===== config.mk =====
export PLATFORM = sky130hd
export DESIGN_NAME = math_adder_seq_reducer
export DESIGN_NICKNAME = d
export VERILOG_FILES = /design/src/rtl/math_adder_pkg.sv /design/src/rtl/math_adder_carry_lookahead.sv /design/src/rtl/math_adder_seq_reducer.sv
export SDC_FILE = /design/constraint.sdc
export NUM_CORES = 1
export LEC_CHECK = 0
export CAP_MARGIN = 20
export CORE_MARGIN = 2
export CORE_UTILIZATION = 25
export DETAILED_ROUTE_END_ITERATION = 8
export DONT_BUFFER_PORTS = 1
export PLACE_DENSITY = 0.34
export SYNTH_ARGS = -nofsm -noshare
export SYNTH_HDL_FRONTEND = slang
export SYNTH_SLANG_ARGS = --single-unit

===== constraint.sdc =====
create_clock -name i_clk -period 9.9 [get_ports i_clk]
set_input_delay 1.98 -clock i_clk [delete_from_list [all_inputs] [get_ports i_clk]]
set_output_delay 1.98 -clock i_clk [all_outputs]
set_load 0.03 [all_outputs]

===== src/rtl/math_adder_pkg.sv =====
// Shared types and sizing helpers for the serial adder reducer.
package math_adder_pkg;

  typedef enum logic [1:0] {IDLE, ACCUM, DONE} reducer_state_t;

  // Width of an index that can address c entries, never narrower than one bit.
  function automatic int unsigned idx_width(input int unsigned c);
    return (c > 1) ? $clog2(c) : 1;
  endfunction

endpackage


===== src/rtl/math_adder_carry_lookahead.sv =====
// N-bit adder built from generate/propagate terms with a carry-in and carry-out.
module math_adder_carry_lookahead #(
  parameter int unsigned N = 16
) (
  input  logic [N-1:0] i_a,
  input  logic [N-1:0] i_b,
  input  logic         i_c,
  output logic [N-1:0] o_sum,
  output logic         o_c
);

  logic [N-1:0] w_g;
  logic [N-1:0] w_p;
  logic [N:0]   w_carry;

  assign w_g = i_a & i_b;
  assign w_p = i_a ^ i_b;

  // Carry recurrence; synthesis flattens this into lookahead logic.
  always_comb begin
    w_carry    = '0;
    w_carry[0] = i_c;
    for (int i = 0; i < int'(N); i++) begin
      w_carry[i+1] = w_g[i] | (w_p[i] & w_carry[i]);
    end
  end

  assign o_sum = w_p ^ w_carry[N-1:0];
  assign o_c   = w_carry[N];

endmodule


===== src/rtl/math_adder_seq_reducer.sv =====
// Serial reduction of C operands through one shared adder, one operand per cycle,
// with a valid/ready input handshake and a registered valid/ready result.
module math_adder_seq_reducer
  import math_adder_pkg::*;
#(
  parameter int unsigned N = 16,
  parameter int unsigned C = 10
) (
  input  logic         i_clk,
  input  logic         i_rst,
  input  logic         i_valid,
  output logic         o_ready,
  input  logic [N-1:0] i_numbers [0:C-1],
  input  logic         i_abort,
  output logic         o_valid,
  input  logic         i_ready,
  output logic [N-1:0] o_sum,
  output logic         o_overflow,
  output logic         o_busy
);

  localparam int unsigned     IW       = idx_width(C);
  localparam logic [IW-1:0]   LAST_IDX = IW'(C - 1);
  localparam logic [IW-1:0]   FIRST_IDX = IW'((C > 1) ? 1 : 0);

  reducer_state_t r_state;
  reducer_state_t w_next_state;

  logic [N-1:0]  r_ops [0:C-1];
  logic [N-1:0]  r_acc;
  logic          r_ovf;
  logic          r_valid;
  logic [IW-1:0] r_idx;

  logic [N-1:0]  w_operand;
  logic [N-1:0]  w_add_sum;
  logic          w_add_cout;
  logic          w_accept;
  logic          w_deliver;
  logic          w_last;

  assign w_accept  = i_valid && o_ready;
  assign w_deliver = r_valid && i_ready;
  assign w_last    = (r_idx == LAST_IDX);

  generate
    if (C > 1) begin : g_multi
      assign w_operand = r_ops[r_idx];
    end else begin : g_single
      assign w_operand = r_ops[0];
    end
  endgenerate

  math_adder_carry_lookahead #(.N(N)) u_cla (
    .i_a   (r_acc),
    .i_b   (w_operand),
    .i_c   (1'b0),
    .o_sum (w_add_sum),
    .o_c   (w_add_cout)
  );

  always_ff @(posedge i_clk) begin
    if (i_rst) begin
      r_state <= IDLE;
    end else begin
      r_state <= w_next_state;
    end
  end

  // Abort loses to accept in IDLE and to a completing transfer in DONE.
  always_comb begin
    w_next_state = r_state;
    case (r_state)
      IDLE: begin
        if (w_accept) begin
          if (C > 1) w_next_state = ACCUM;
          else       w_next_state = DONE;
        end
      end
      ACCUM: begin
        if (i_abort)     w_next_state = IDLE;
        else if (w_last) w_next_state = DONE;
      end
      DONE: begin
        if (w_deliver || i_abort) w_next_state = IDLE;
      end
      default: w_next_state = IDLE;
    endcase
  end

  always_ff @(posedge i_clk) begin
    if (i_rst) begin
      for (int i = 0; i < int'(C); i++) r_ops[i] <= '0;
      r_acc   <= '0;
      r_ovf   <= 1'b0;
      r_valid <= 1'b0;
      r_idx   <= '0;
    end else begin
      if (w_accept) begin
        for (int i = 0; i < int'(C); i++) r_ops[i] <= i_numbers[i];
        r_acc <= i_numbers[0];
        r_ovf <= 1'b0;
        r_idx <= FIRST_IDX;
      end else if (r_state == ACCUM && !i_abort) begin
        r_acc <= w_add_sum;
        r_ovf <= r_ovf | w_add_cout;
        if (!w_last) r_idx <= IW'(r_idx + 1'b1);
      end
      r_valid <= (w_next_state == DONE);
    end
  end

  assign o_ready    = (r_state == IDLE) && !i_rst;
  assign o_busy     = (r_state != IDLE);
  assign o_valid    = r_valid;
  assign o_sum      = r_acc;
  assign o_overflow = r_ovf;

endmodule


After elaboration in Yosys (flattened, before gate mapping):

Memory sizes are Yosys's and may differ from the RTL's.
Index checks and enable logic that the tools add are counted.
W data, S select, Z words.

* bits in registers: 24
* latch bits: 0
* memory bits (writable): 160
* memory bits (read-only): 0
* input port bits: 165
* word-level logic and storage cells: 96
* memories kept: 1

Memories
* r_ops: words 10, width 16, rd ports 1, clocked after memory_dff 0, wr ports 10, line math_adder_seq_reducer.sv:29 `logic [N-1:0] r_ops [0:C-1];`

* $add $sub $neg: 1
* multiply operators: 0
* div/mod/pow operators: 0
* order comparisons: 0
* equality and inequality tests: 5
* shift-type cells: 0
* muxes and demuxes: 25
* bitwise logic cells: 45
* reductions and logical operators: 13

Operators by type and width (number)
* $mux W16: 12
* $xor A16 B16 Y16: 2
* $or A1 B1 Y1: 26
* $and A16 B16 Y16: 1
* $and A1 B1 Y1: 15
* $mux W1: 8
* $mux W2: 4
* $pmux W2 S3: 1
* $add A4 B1 Y4 const B: 1
* $eq A2 B2 Y1 const B: 2
* $eq A4 B4 Y1 const B: 1
* $logic_and A1 B1 Y1: 4
* $reduce_and A2 Y1: 2
* $reduce_bool A2 Y1: 2
* $eq A2 B1 Y1 const B: 1
* $logic_not A1 Y1: 2
* $logic_not A2 Y1: 1
* $ne A2 B2 Y1 const B: 1
* $reduce_or A2 Y1: 1
* $logic_or A1 B1 Y1: 1
* $not A1 Y1: 1

Logic depth before layout (Yosys ltp):

Gate-level depths: netlist of the first run.
An unclocked memory read counts as a cell.

* depth after elaboration: 33
* depth in mapped cells: 26

By module:

A second synthesis of the first run with hierarchy kept.

* cells, all modules: 665
* area, all modules: 8838.5 um^2

Modules (own cells, without submodules)
* math_adder_seq_reducer: times used 1, cells each 639, area an instance 8480.6 um^2, sequential area each 5285.1 um^2
* math_adder_carry_lookahead: times used 1, cells each 26, area an instance 357.8 um^2, sequential area each 0.0 um^2

Least setup slack after synthesis of the first run:

No wires, ideal clock.

* path type: reg-to-reg
* from: reg r_idx[0]
* to: reg r_acc[15] (netlist: o_sum[15])
* library setup time: 0.073 ns
* arrival time: 8.079 ns
* data required time: 9.827 ns
* setup slack: 1.748 ns
* stages on the path, launching flop included: 26
* cells stage by stage: dfxtp_1 buf_2 buf_2 mux2_2 o221ai_1 o21ai_1 ha_1 fa_1 fa_1 fa_1 fa_1 fa_1 fa_1 fa_1 fa_1 fa_1 fa_1 fa_1 fa_1 fa_1 fa_1 inv_1 fa_1 nand2_1 o211ai_1 a21oi_1

* word-level cells in the longest chain between the ends: 33

Ends and longest elaborated chain
* from (decl): line math_adder_seq_reducer.sv:33 `logic [IW-1:0] r_idx;`
* from (signal assigned): line math_adder_seq_reducer.sv:107 `if (!w_last) r_idx <= IW'(r_idx + 1'b1);`
* $mem_v2 Z10 W16 (*)
* $xor A16 B16 Y16 or $and A16 B16 Y16 (tied branches): line math_adder_carry_lookahead.sv:17, math_adder_carry_lookahead.sv:16
* $and A1 B1 Y1: line math_adder_carry_lookahead.sv:24 `w_carry[i+1] = w_g[i] | (w_p[i] & w_carry[i]);`
* $or A1 B1 Y1: line math_adder_carry_lookahead.sv:24
* $and A1 B1 Y1: line math_adder_carry_lookahead.sv:24
* $or A1 B1 Y1: line math_adder_carry_lookahead.sv:24
* $and A1 B1 Y1: line math_adder_carry_lookahead.sv:24
* $or A1 B1 Y1: line math_adder_carry_lookahead.sv:24
* [... 17 more ...]
* $or A1 B1 Y1: line math_adder_carry_lookahead.sv:24
* $and A1 B1 Y1: line math_adder_carry_lookahead.sv:24
* $or A1 B1 Y1: line math_adder_carry_lookahead.sv:24
* $and A1 B1 Y1: line math_adder_carry_lookahead.sv:24
* $or A1 B1 Y1: line math_adder_carry_lookahead.sv:24
* $xor A16 B16 Y16 (*): line math_adder_carry_lookahead.sv:28 `assign o_sum = w_p ^ w_carry[N-1:0];`
* $mux W16 (*): line math_adder_seq_reducer.sv:104 `end else if (r_state == ACCUM && !i_abort) begin`
* $mux W16 (*): line math_adder_seq_reducer.sv:99 `if (w_accept) begin`
* to (signal assigned): line math_adder_seq_reducer.sv:101 `r_acc <= i_numbers[0];`
* to (signal assigned): line math_adder_seq_reducer.sv:105 `r_acc <= w_add_sum;`
* to (decl): line math_adder_seq_reducer.sv:30 `logic [N-1:0] r_acc;`

Every way passes the cells marked *; elsewhere a longest branch is shown, timed or not. The select of a mux whose other input is x is not followed.
A chain may end at the register's enable or synchronous reset.

Final worst setup path of the first run:

Ends and elaborated chain as after synthesis.

==> impl_metrics.yaml, run 1 <==
detailed_routing:
  drtIter0Drc: 215
  via_count: 4746
  drcViolationCount: 0
  drt_pre_antenna_iters: 4
  drt-total-wl_um: 24700
  vias_per_cell: 4.35
  ant_nets: 0
  wl_per_cell_um: 22.6
synthesis:
  ys_ff_latch: 184
  synth_nets: 821
  ys_seq_area_share_pct: 61.0
  synth_top_cell_by_area: "edfxtp_1"
  ys_warn_count: 0
  synth.most_common_cell: "edfxtp_1"
  ys_dominant_reg_cell: "edfxtp_1"
  synth_area_um2: 8670
  synth-edff-count: 160
  ys_top_cells_by_count: "edfxtp_1 (160), and2_1 (159), mux2_2 (48)"
  synth_cells: 638
  ys_types: 40
  synth_top_area_share_pct: 55.4
  synth.avg_cell_area_um2: 13.6
  async_reset_ff_share_pct: 0
  netlist_top_cells_area: "edfxtp_1 (55%), and2_1 (11%), mux2_2 (6.2%)"
critical_path:
  cpMostUsedCell: "fa_1"
  crit_chain: "buf_4 > mux2i_1 > a22oi_1 > o221ai_1 > o21ai_0 > fa_1 > fa_1 > fa_1 > fa_1 > fa_1 > fa_1 > fa_1 > fa_1 > fa_1 > fa_1 > fa_1 > fa_1 > fa_1 > fa_1 > inv_1 > fa_1 > nand2_1 > o211ai_1 > a21oi_1"
  cp_slowest_stage_delay_ns: 0.62
  critical_path_required_ns: 10.27
  worst_setup_path_end_kind: "flop"
  r2r_start: "r_idx[0]"
  worstPathMaxFanout: 27
  start_kind: "flop"
  crit_arrival_ns: 8.98
  cp_slowest_cell: "dfxtp_4"
  crit_start: "r_idx[0]"
  crit_type: "reg -> reg"
power_and_ir_drop:
  pwr-share-clk_pct: 36.3
  swShare_pct: 25.0
  seqPwrFrac_pct: 52.9
  ir_drop_uv: 122
  power_density_nw_per_um2: 186
  power_w: 0.00180
  power.leakage_nw: 3.46
  pwr-share-comb_pct: 10.7
  intPower_w: 0.00135
  switching_power_w: 0.000449
sta:
  rsz0062_at_grt: "no"
  hold_violations: 0
  max_freq_ghz: 0.116
  worstMarginPinSlew_ns: 0.973
  setup_viol: 0
  finalMaxSlewViolations: 0
  finalSetupTns_ns: 0
  period_share_pct: 87.0
  fin_worst_skew_ns: 0.0136
  relSlewSlack_pct: 35.0
  fin_crit_ns: 8.61
die:
  die_y_um: 190
  core.rowCount: 68
  die-area_um2: 36200
  io_pins: 185
  fp.coreArea_um2: 34400
  die_w_um: 190
  initial_core_util_pct: 25.2
cells_and_area:
  fin_area_um2: 9660
  final_cells: 1090
  nNetsFinal: 807
  n_fill_cell: 3554
  syn_to_final_growth_pct: 11.4
  drive_gt1_share_pct: 15.8
place:
  place_congestion: 0.755
  placed_area_um2: 9120
  detailed_place_hpwl_um: 18300
  port_buffers: 0
  dp.cells: 1060
clock_tree:
  clk_pin_slew_ns: 0.07
  cts_post_setup_buffers_inserted: 0
  cts_resized: 0
  cts_tree: "done"
  clk-insertion-delay-late_ns: 0.44
  cts_buffers: 17
  clock_sinks: 184
  cts_max_path_buffers: 2
  cts_root_buf: "clkbuf_16"
  cts_hold_buf: 0
  htree_levels: 4
hold_path:
  hp-class: "reg -> reg"
  hp-start: "r_state[0]"
global_routing:
  grt_pass1_vias: 5130
  grt_antenna_before_repair: 4
  grt_use_total_pct: 13.9
  grt_pass1_wl_um: 35300
  grt.overflow.total: 0
  grt_start_max_net_pins: 110
status:
  status: "finished, final reports clean"
flow_run:
  maxCapViolCount: 0
kinds of logic (layout without fill, tap and decap cells):
| kind of cell | Yosys count | count (layout) | synth area share (%) |
|---|---|---|---|
| buffers and inverters | 51 | 46 | 2.86 |
| and+or+nand+nor | 214 | 214 | 14.5 |
| DFF | 184 | 184 | 61.0 |
| xor gates and xnor gates | 3 | 3 | 0.303 |
| other | 0 | 2 | 0 |
| muxes | 80 | 80 | 9.93 |
| adders and majority gates | 18 | 18 | 3.90 |
| AOI/OAI and AO/OA | 88 | 88 | 7.55 |
power by group through the flow:
stage	clock network, W	logic (W)	registers, W
finish	0.000653	0.000193	0.000952
detailed placement	0	0.000200	0.000970
floorplan	0	0.000147	0.000956
global placement	0	0.000197	0.000971
CTS	0.000678	0.000201	0.000954
global route	0.000705	0.000216	0.000960
final cells by class:
| class | count | area (um2) | share of cell area [%] |
|---|---|---|---|
| tap | 455 | 569 | 5.89 |
| multi-input combinational | 403 | 3150 | 32.6 |
| antenna | 2 | 5.00 | 0.0518 |
| sequential | 184 | 5290 | 54.7 |
| inverter | 7 | 26.3 | 0.272 |
| clock inverter | 11 | 111 | 1.15 |
| clock buffer | 17 | 425 | 4.40 |
| timing repair buffer | 11 | 82.6 | 0.855 |
layout by cell type (no fill, tap or decap), drive strengths merged, types with 2 or more instances in the layout:
cell and count:
a22oi 15, xor2 3, clkinvlp 3, clkinv 6
o221ai 15, inv 7, ha 3, diode 2
nor3 4, mux2i 32, edfxtp 160, nor2 21
dfxtp 24, nand2b 2, a21oi 21, and2 159
mux2 48, o21ai 15, nand3b 2, nand2 20
fa 15, a211oi 15, bufinv 2, buf 11
clkbuf 17
layer usage:
metal | wire [um] | vias up | share of wire, % | track usage, %
met3 | 1500 | 16 | 6.1 | 4.71
met2 | 11900 | 117 | 48 | 22.9
met5 | 27 | - | 0.11 | 0
met4 | 315 | 4 | 1.3 | 3.67
met1 | 10900 | 2340 | 44 | 17.6
li1 | - | 2269 | - | -
through the flow:
step / util, % / setup slack [ns] / hold WS [ns]
floorplan: - / 1.75 / 0.555
global placement: 26.5 / 1.35 / 0.595
CTS: 28.1 / 1.25 / 0.638
global route: 28.1 / 0.898 / 0.673
detailed placement: 26.5 / 1.29 / 0.622
finish: 28.1 / 1.29 / 0.638
final timing paths:
path | depth (start not counted) | endpoint | slack, ns
max | 24 | o_sum[15] | 1.29
min | 1 | r_state[0] | 0.64
max reg2reg | 24 | o_sum[15] | 1.29
min reg2reg | 1 | r_state[0] | 0.64
sequential cells by signal (all words and copies together), names as in the netlist:
name	flops
o_overflow	1
o_sum	16
o_valid	1
r_idx	4
r_ops	160
r_state	2
critical path, delay by kind of cell, from the launching register on:
| family | cells | cell delay, ns |
|---|---|---|
| flip-flops | 1 | 0.62 |
| buffers and inverters | 2 | 0.51 |
| AO/OA/AOI/OAI | 5 | 0.62 |
| adder cells (fa/ha/maj) | 15 | 6.47 |
| multiplexers | 1 | 0.22 |
| AND/OR/NAND/NOR | 1 | 0.07 |
Power figures use the tool's default switching activity.
==> run 2: changes to the inputs <==
--- a/config.mk
+++ b/config.mk
@@ -6,7 +6,6 @@
 export NUM_CORES = 1
 export LEC_CHECK = 0
 export CAP_MARGIN = 20
-export CORE_MARGIN = 2
 export CORE_UTILIZATION = 25
 export DETAILED_ROUTE_END_ITERATION = 8
 export DONT_BUFFER_PORTS = 1
==> impl_metrics.yaml, run 2 (synthesis gave the netlist of run 1 again) <==
power_and_ir_drop:
  ir_drop_uv: 116
  power.leakage_nw: 3.49
  power_density_nw_per_um2: 190
global_routing:
  grt_antenna_before_repair: 0
  grt_pass1_vias: 5179
  grt_start_max_net_pins: 109
  grt_pass1_wl_um: 35100
  grt.overflow.total: 0
  grt_use_total_pct: 14.1
clock_tree:
  clk_pin_slew_ns: 0.07
  clk-insertion-delay-late_ns: 0.44
  cts_root_buf: "clkbuf_16"
  cts_post_setup_buffers_inserted: 0
  cts_hold_buf: 0
  cts_buffers: 17
  cts_max_path_buffers: 2
  clock_sinks: 184
  cts_resized: 0
  htree_levels: 4
  cts_tree: "done"
detailed_routing:
  drcViolationCount: 0
  drt-total-wl_um: 24200
  via_count: 4760
  ant_nets: 0
  drtIter0Drc: 268
  wl_per_cell_um: 22.3
  drt_pre_antenna_iters: 4
  vias_per_cell: 4.38
sta:
  finalSetupTns_ns: 0
  period_share_pct: 86.1
  max_freq_ghz: 0.117
  hold_violations: 0
  worst_slack_ns: 1.37
  relSlewSlack_pct: 30.7
  rsz0062_at_grt: "no"
  fin_crit_ns: 8.53
  finalMaxSlewViolations: 0
  worstMarginPinSlew_ns: 1.04
  setup_viol: 0
  fin_worst_skew_ns: 0.00925
place:
  place_ws_ns: 1.26
  place_congestion: 0.792
  detailed_place_hpwl_um: 17800
  port_buffers: 0
critical_path:
  crit_type: "reg -> reg"
  worstRegToRegCells: 23
  r2r_end: "o_sum[15]"
  worstPathMaxFanout: 23
  r2r_start: "r_idx[0]"
  cp_slowest_cell: "dfxtp_4"
  crit_start: "r_idx[0]"
  r2r_setup_slack_ns: 1.37
  critical_path_required_ns: 10.27
  start_kind: "flop"
  cp_slowest_stage_delay_ns: 0.57
  worst_setup_path_end_kind: "flop"
  cpMostUsedCell: "fa_1"
  crit_chain: "buf_4 > mux2_2 > o221ai_1 > o21ai_0 > fa_1 > fa_1 > fa_1 > fa_1 > fa_1 > fa_1 > fa_1 > fa_1 > fa_1 > fa_1 > fa_1 > fa_1 > fa_1 > fa_1 > inv_1 > fa_1 > nand2_1 > o211ai_1 > a21oi_1"
  crit_arrival_ns: 8.90
die:
  die-area_um2: 35400
  io_pins: 185
  initial_core_util_pct: 25.6
  die_y_um: 188
  fp.coreArea_um2: 33900
  core.rowCount: 67
  die_w_um: 188
cells_and_area:
  nNetsFinal: 808
  top_register: "r_ops"
  final_cell_mix: "edfxtp_1 (160), and2_1 (159), mux2_2 (48), mux2i_1 (32), dfxtp_1 (23)"
  drive_gt1_share_pct: 16.8
  syn_to_final_growth_pct: 12.0
  final_common_cell: "edfxtp_1"
  largest_register_ff_count: 160
flow_run:
  maxCapViolCount: 0
hold_path:
  hp-class: "reg -> reg"
  hp-start: "r_idx[1]"
  whs_path_depth: 2
  hold_end: "r_idx[1]"
status:
  status: "finished, final reports clean"
==> run 2: cell type report <==
class | count | area (um2)
Fill cell | 3480 | 24200
Sequential cell | 184 | 5290
Inverter | 7 | 26.3
Timing Repair Buffer | 12 | 90.1
Multi-Input combinational cell | 403 | 3150
Clock buffer | 17 | 425
Tap cell | 448 | 561
Clock inverter | 15 | 164
Antenna cell | 1 | 2.50
==> run 2: metrics by stage <==
step | util, % | hold WS, ns | total power (W) | instances | area, um2
finish | 28.7 | 0.627 | 0.00184 | 1087 | 9710
global route | 28.7 | 0.655 | 0.00192 | 1086 | 9710
CTS | 28.7 | 0.625 | 0.00187 | 1086 | 9710
detailed placement | 26.9 | 0.616 | 0.00117 | 1054 | 9120
global placement | 26.9 | 0.606 | 0.00117 | 1054 | 9120
floorplan | - | 0.555 | 0.00110 | 638 | 8670
==> run 2: worst max-delay path by stage <==
stage                end  slack, ns  depth (start not counted)
2_1_floorplan  o_sum[15]       1.75                         25
3_3_place_gp   o_sum[15]       1.36                         23
3_5_place_dp   o_sum[15]       1.26                         23
4_1_cts        o_sum[15]       1.24                         23
5_1_grt        o_sum[15]       0.94                         23
6_report       o_sum[15]       1.37                         23
==> run 2: power by group <==
group          switching, W  internal, W  total [W]
combinational      0.000113    0.0000798   0.000193
clock              0.000321     0.000378   0.000699
sequential        0.0000423     0.000907   0.000949
==> run 2: worst max-delay path, delay by kind of cell (launching register included) <==
family / cells / cell delay [ns]
adder cells (fa/ha/maj): 15 / 6.45
flip-flops: 1 / 0.57
AO/OA/AOI/OAI: 4 / 0.54
buffers and inverters: 2 / 0.43
multiplexers: 1 / 0.38
AND/OR/NAND/NOR: 1 / 0.07
==> run 2: routing by layer <==
| metal | GRT usage (%) | part of all wire (%) |
|---|---|---|
| met1 | 17.7 | 43 |
| met3 | 4.10 | 6.5 |
| met4 | 3.97 | 1.1 |
| met5 | 0 | 0 |
| met2 | 23.3 | 49 |
==> run 3: changes to the inputs <==
--- a/config.mk
+++ b/config.mk
@@ -6,6 +6,7 @@
 export NUM_CORES = 1
 export LEC_CHECK = 0
 export CAP_MARGIN = 20
+export CORE_MARGIN = 3
 export CORE_UTILIZATION = 25
 export DETAILED_ROUTE_END_ITERATION = 8
 export DONT_BUFFER_PORTS = 1
==> constraint.sdc (replaced) <==
create_clock -name i_clk -period 10.2 [get_ports i_clk]
set_input_delay 2.04 -clock i_clk [delete_from_list [all_inputs] [get_ports i_clk]]
set_output_delay 2.04 -clock i_clk [all_outputs]
set_load 0.03 [all_outputs]
==> impl_metrics.yaml, run 3 (synthesis gave the netlist of run 1 again) <==
clock_tree:
  clk-insertion-delay-late_ns: 0.43
  clk_pin_slew_ns: 0.08
  htree_levels: 4
  cts_max_path_buffers: 2
  cts_post_setup_buffers_inserted: 0
  clock_sinks: 184
  cts_tree: "done"
  cts_resized: 0
  cts_hold_buf: 0
  cts_buffers: 17
  cts_root_buf: "clkbuf_16"
place:
  place_congestion: 0.756
  detailed_place_hpwl_um: 18300
  port_buffers: 0
  dp.cells: 1053
critical_path:
  cp_slowest_stage_delay_ns: 0.74
  critical_path_required_ns: 10.57
  crit_arrival_ns: 8.94
  crit_chain: "mux2_2 > o221ai_1 > o21ai_1 > ha_1 > fa_1 > fa_1 > fa_1 > fa_1 > fa_1 > fa_1 > fa_1 > fa_1 > fa_1 > fa_1 > fa_1 > fa_1 > fa_1 > fa_1 > inv_1 > fa_1 > nand2_1 > o211ai_1 > a21oi_1"
  cp_slowest_cell: "dfxtp_4"
  cpMostUsedCell: "fa_1"
  worst_setup_path_end_kind: "flop"
  crit_type: "reg -> reg"
  start_kind: "flop"
  worstPathMaxFanout: 36
sta:
  rsz0062_at_grt: "no"
  setup_viol: 0
  worstMarginPinSlew_ns: 0.980
  fin_worst_skew_ns: 0.0110
  finalSetupTns_ns: 0
  max_freq_ghz: 0.117
  hold_violations: 0
  timing.hold.ws_ns: 0.613
  period_share_pct: 84.0
  fin_crit_ns: 8.57
  relSlewSlack_pct: 34.4
  finalMaxSlewViolations: 0
detailed_routing:
  via_count: 4756
  drt-total-wl_um: 24700
  wl_per_cell_um: 22.7
  drt_pre_antenna_iters: 6
  drcViolationCount: 0
  vias_per_cell: 4.38
  drtIter0Drc: 218
  ant_nets: 0
global_routing:
  grt.overflow.total: 0
  grt_antenna_before_repair: 2
  grt_start_max_net_pins: 92
  grt_pass1_wl_um: 34800
  grt_use_total_pct: 13.3
  grt_pass1_vias: 5065
power_and_ir_drop:
  pwr-share-clk_pct: 37.9
  swShare_pct: 25.8
  ir_drop_uv: 109
  switching_power_w: 0.000461
  seqPwrFrac_pct: 51.7
  intPower_w: 0.00133
  pwr-share-comb_pct: 10.4
  power_w: 0.00179
  power.leakage_nw: 3.47
  power_density_nw_per_um2: 184
hold_path:
  hp-class: "reg -> reg"
die:
  io_pins: 185
  initial_core_util_pct: 25.6
  core.rowCount: 67
  die_w_um: 192
  die_y_um: 192
  die-area_um2: 37000
  fp.coreArea_um2: 33900
cells_and_area:
  final_cell_mix: "edfxtp_1 (160), and2_1 (159), mux2_2 (48), mux2i_1 (32), dfxtp_1 (23)"
  final_common_cell: "edfxtp_1"
  largest_register_ff_count: 160
  drive_gt1_share_pct: 16.8
  nNetsFinal: 807
  n_fill_cell: 3471
  final_cells: 1086
  regArea_um2: 5290
  syn_to_final_growth_pct: 12.0
  top_register: "r_ops"
  multi_input_area_um2: 3150
status:
  status: "finished, final reports clean"
flow_run:
  maxCapViolCount: 0
[run 3: changes by cell type in the layout (fill, tap and decap cells not counted), moves of 2 or more]
| cell | previous run | this run |
|---|---|---|
| clkinv_1 | 2 | 0 |
| inv_6 | 6 | 2 |
| clkinvlp_4 | 2 | 6 |
| inv_8 | 1 | 3 |
[run 3: worst paths after layout]
path	from	slack (ns)	cells after the start	endpoint
max	r_idx[0]	1.63	23	o_sum[15]
min reg2reg	r_idx[1]	0.61	2	r_idx[1]
max reg2reg	r_idx[0]	1.63	23	o_sum[15]
min	r_idx[1]	0.61	2	r_idx[1]
[run 3: power groups by stage]
stage               sequential, W  combinational, W  clock (W)
floorplan                0.000928          0.000142          0
global placement         0.000943          0.000190          0
detailed placement       0.000943          0.000192          0
CTS                      0.000926          0.000193   0.000702
global route             0.000931          0.000206   0.000728
finish                   0.000924          0.000186   0.000677
[run 3: critical path: cells and delay by family (launching register included)]
kind | cells | cell delay [ns]
AOI/OAI and AO/OA | 4 | 0.55
adders and majority gates | 16 | 6.61
buffers and inverters | 1 | 0.08
DFF | 1 | 0.74
muxes | 1 | 0.41
and+or+nand+nor | 1 | 0.06
[run 3: layout make-up]
class	count	area share (%)
flip-flops and latches	184	54.5
multi-input cells	403	32.5
well taps	448	5.77
clock buffers	18	4.42
clock inverters	14	1.70
repair buffers	11	0.851
inverters	7	0.271
diodes	1	0.0258
[run 3: metrics by stage]
step | instance area, um2 | setup slack, ns | utilization (%)
2_1_floorplan | 8670 | 2.05 | -
3_3_place_gp | 9110 | 1.60 | 26.9
3_5_place_dp | 9110 | 1.57 | 26.9
4_1_cts | 9710 | 1.54 | 28.7
5_1_grt | 9710 | 1.25 | 28.7
6_report | 9710 | 1.63 | 28.7
[run 3: layer usage]
layer / wire [um] / global-route usage [%] / vias to the layer above
met5: 0 / 0 / -
met4: 251 / 3.25 / 0
met3: 1610 / 4.07 / 10
met2: 12100 / 21.6 / 138
met1: 10700 / 17.5 / 2340
li1: - / - / 2268
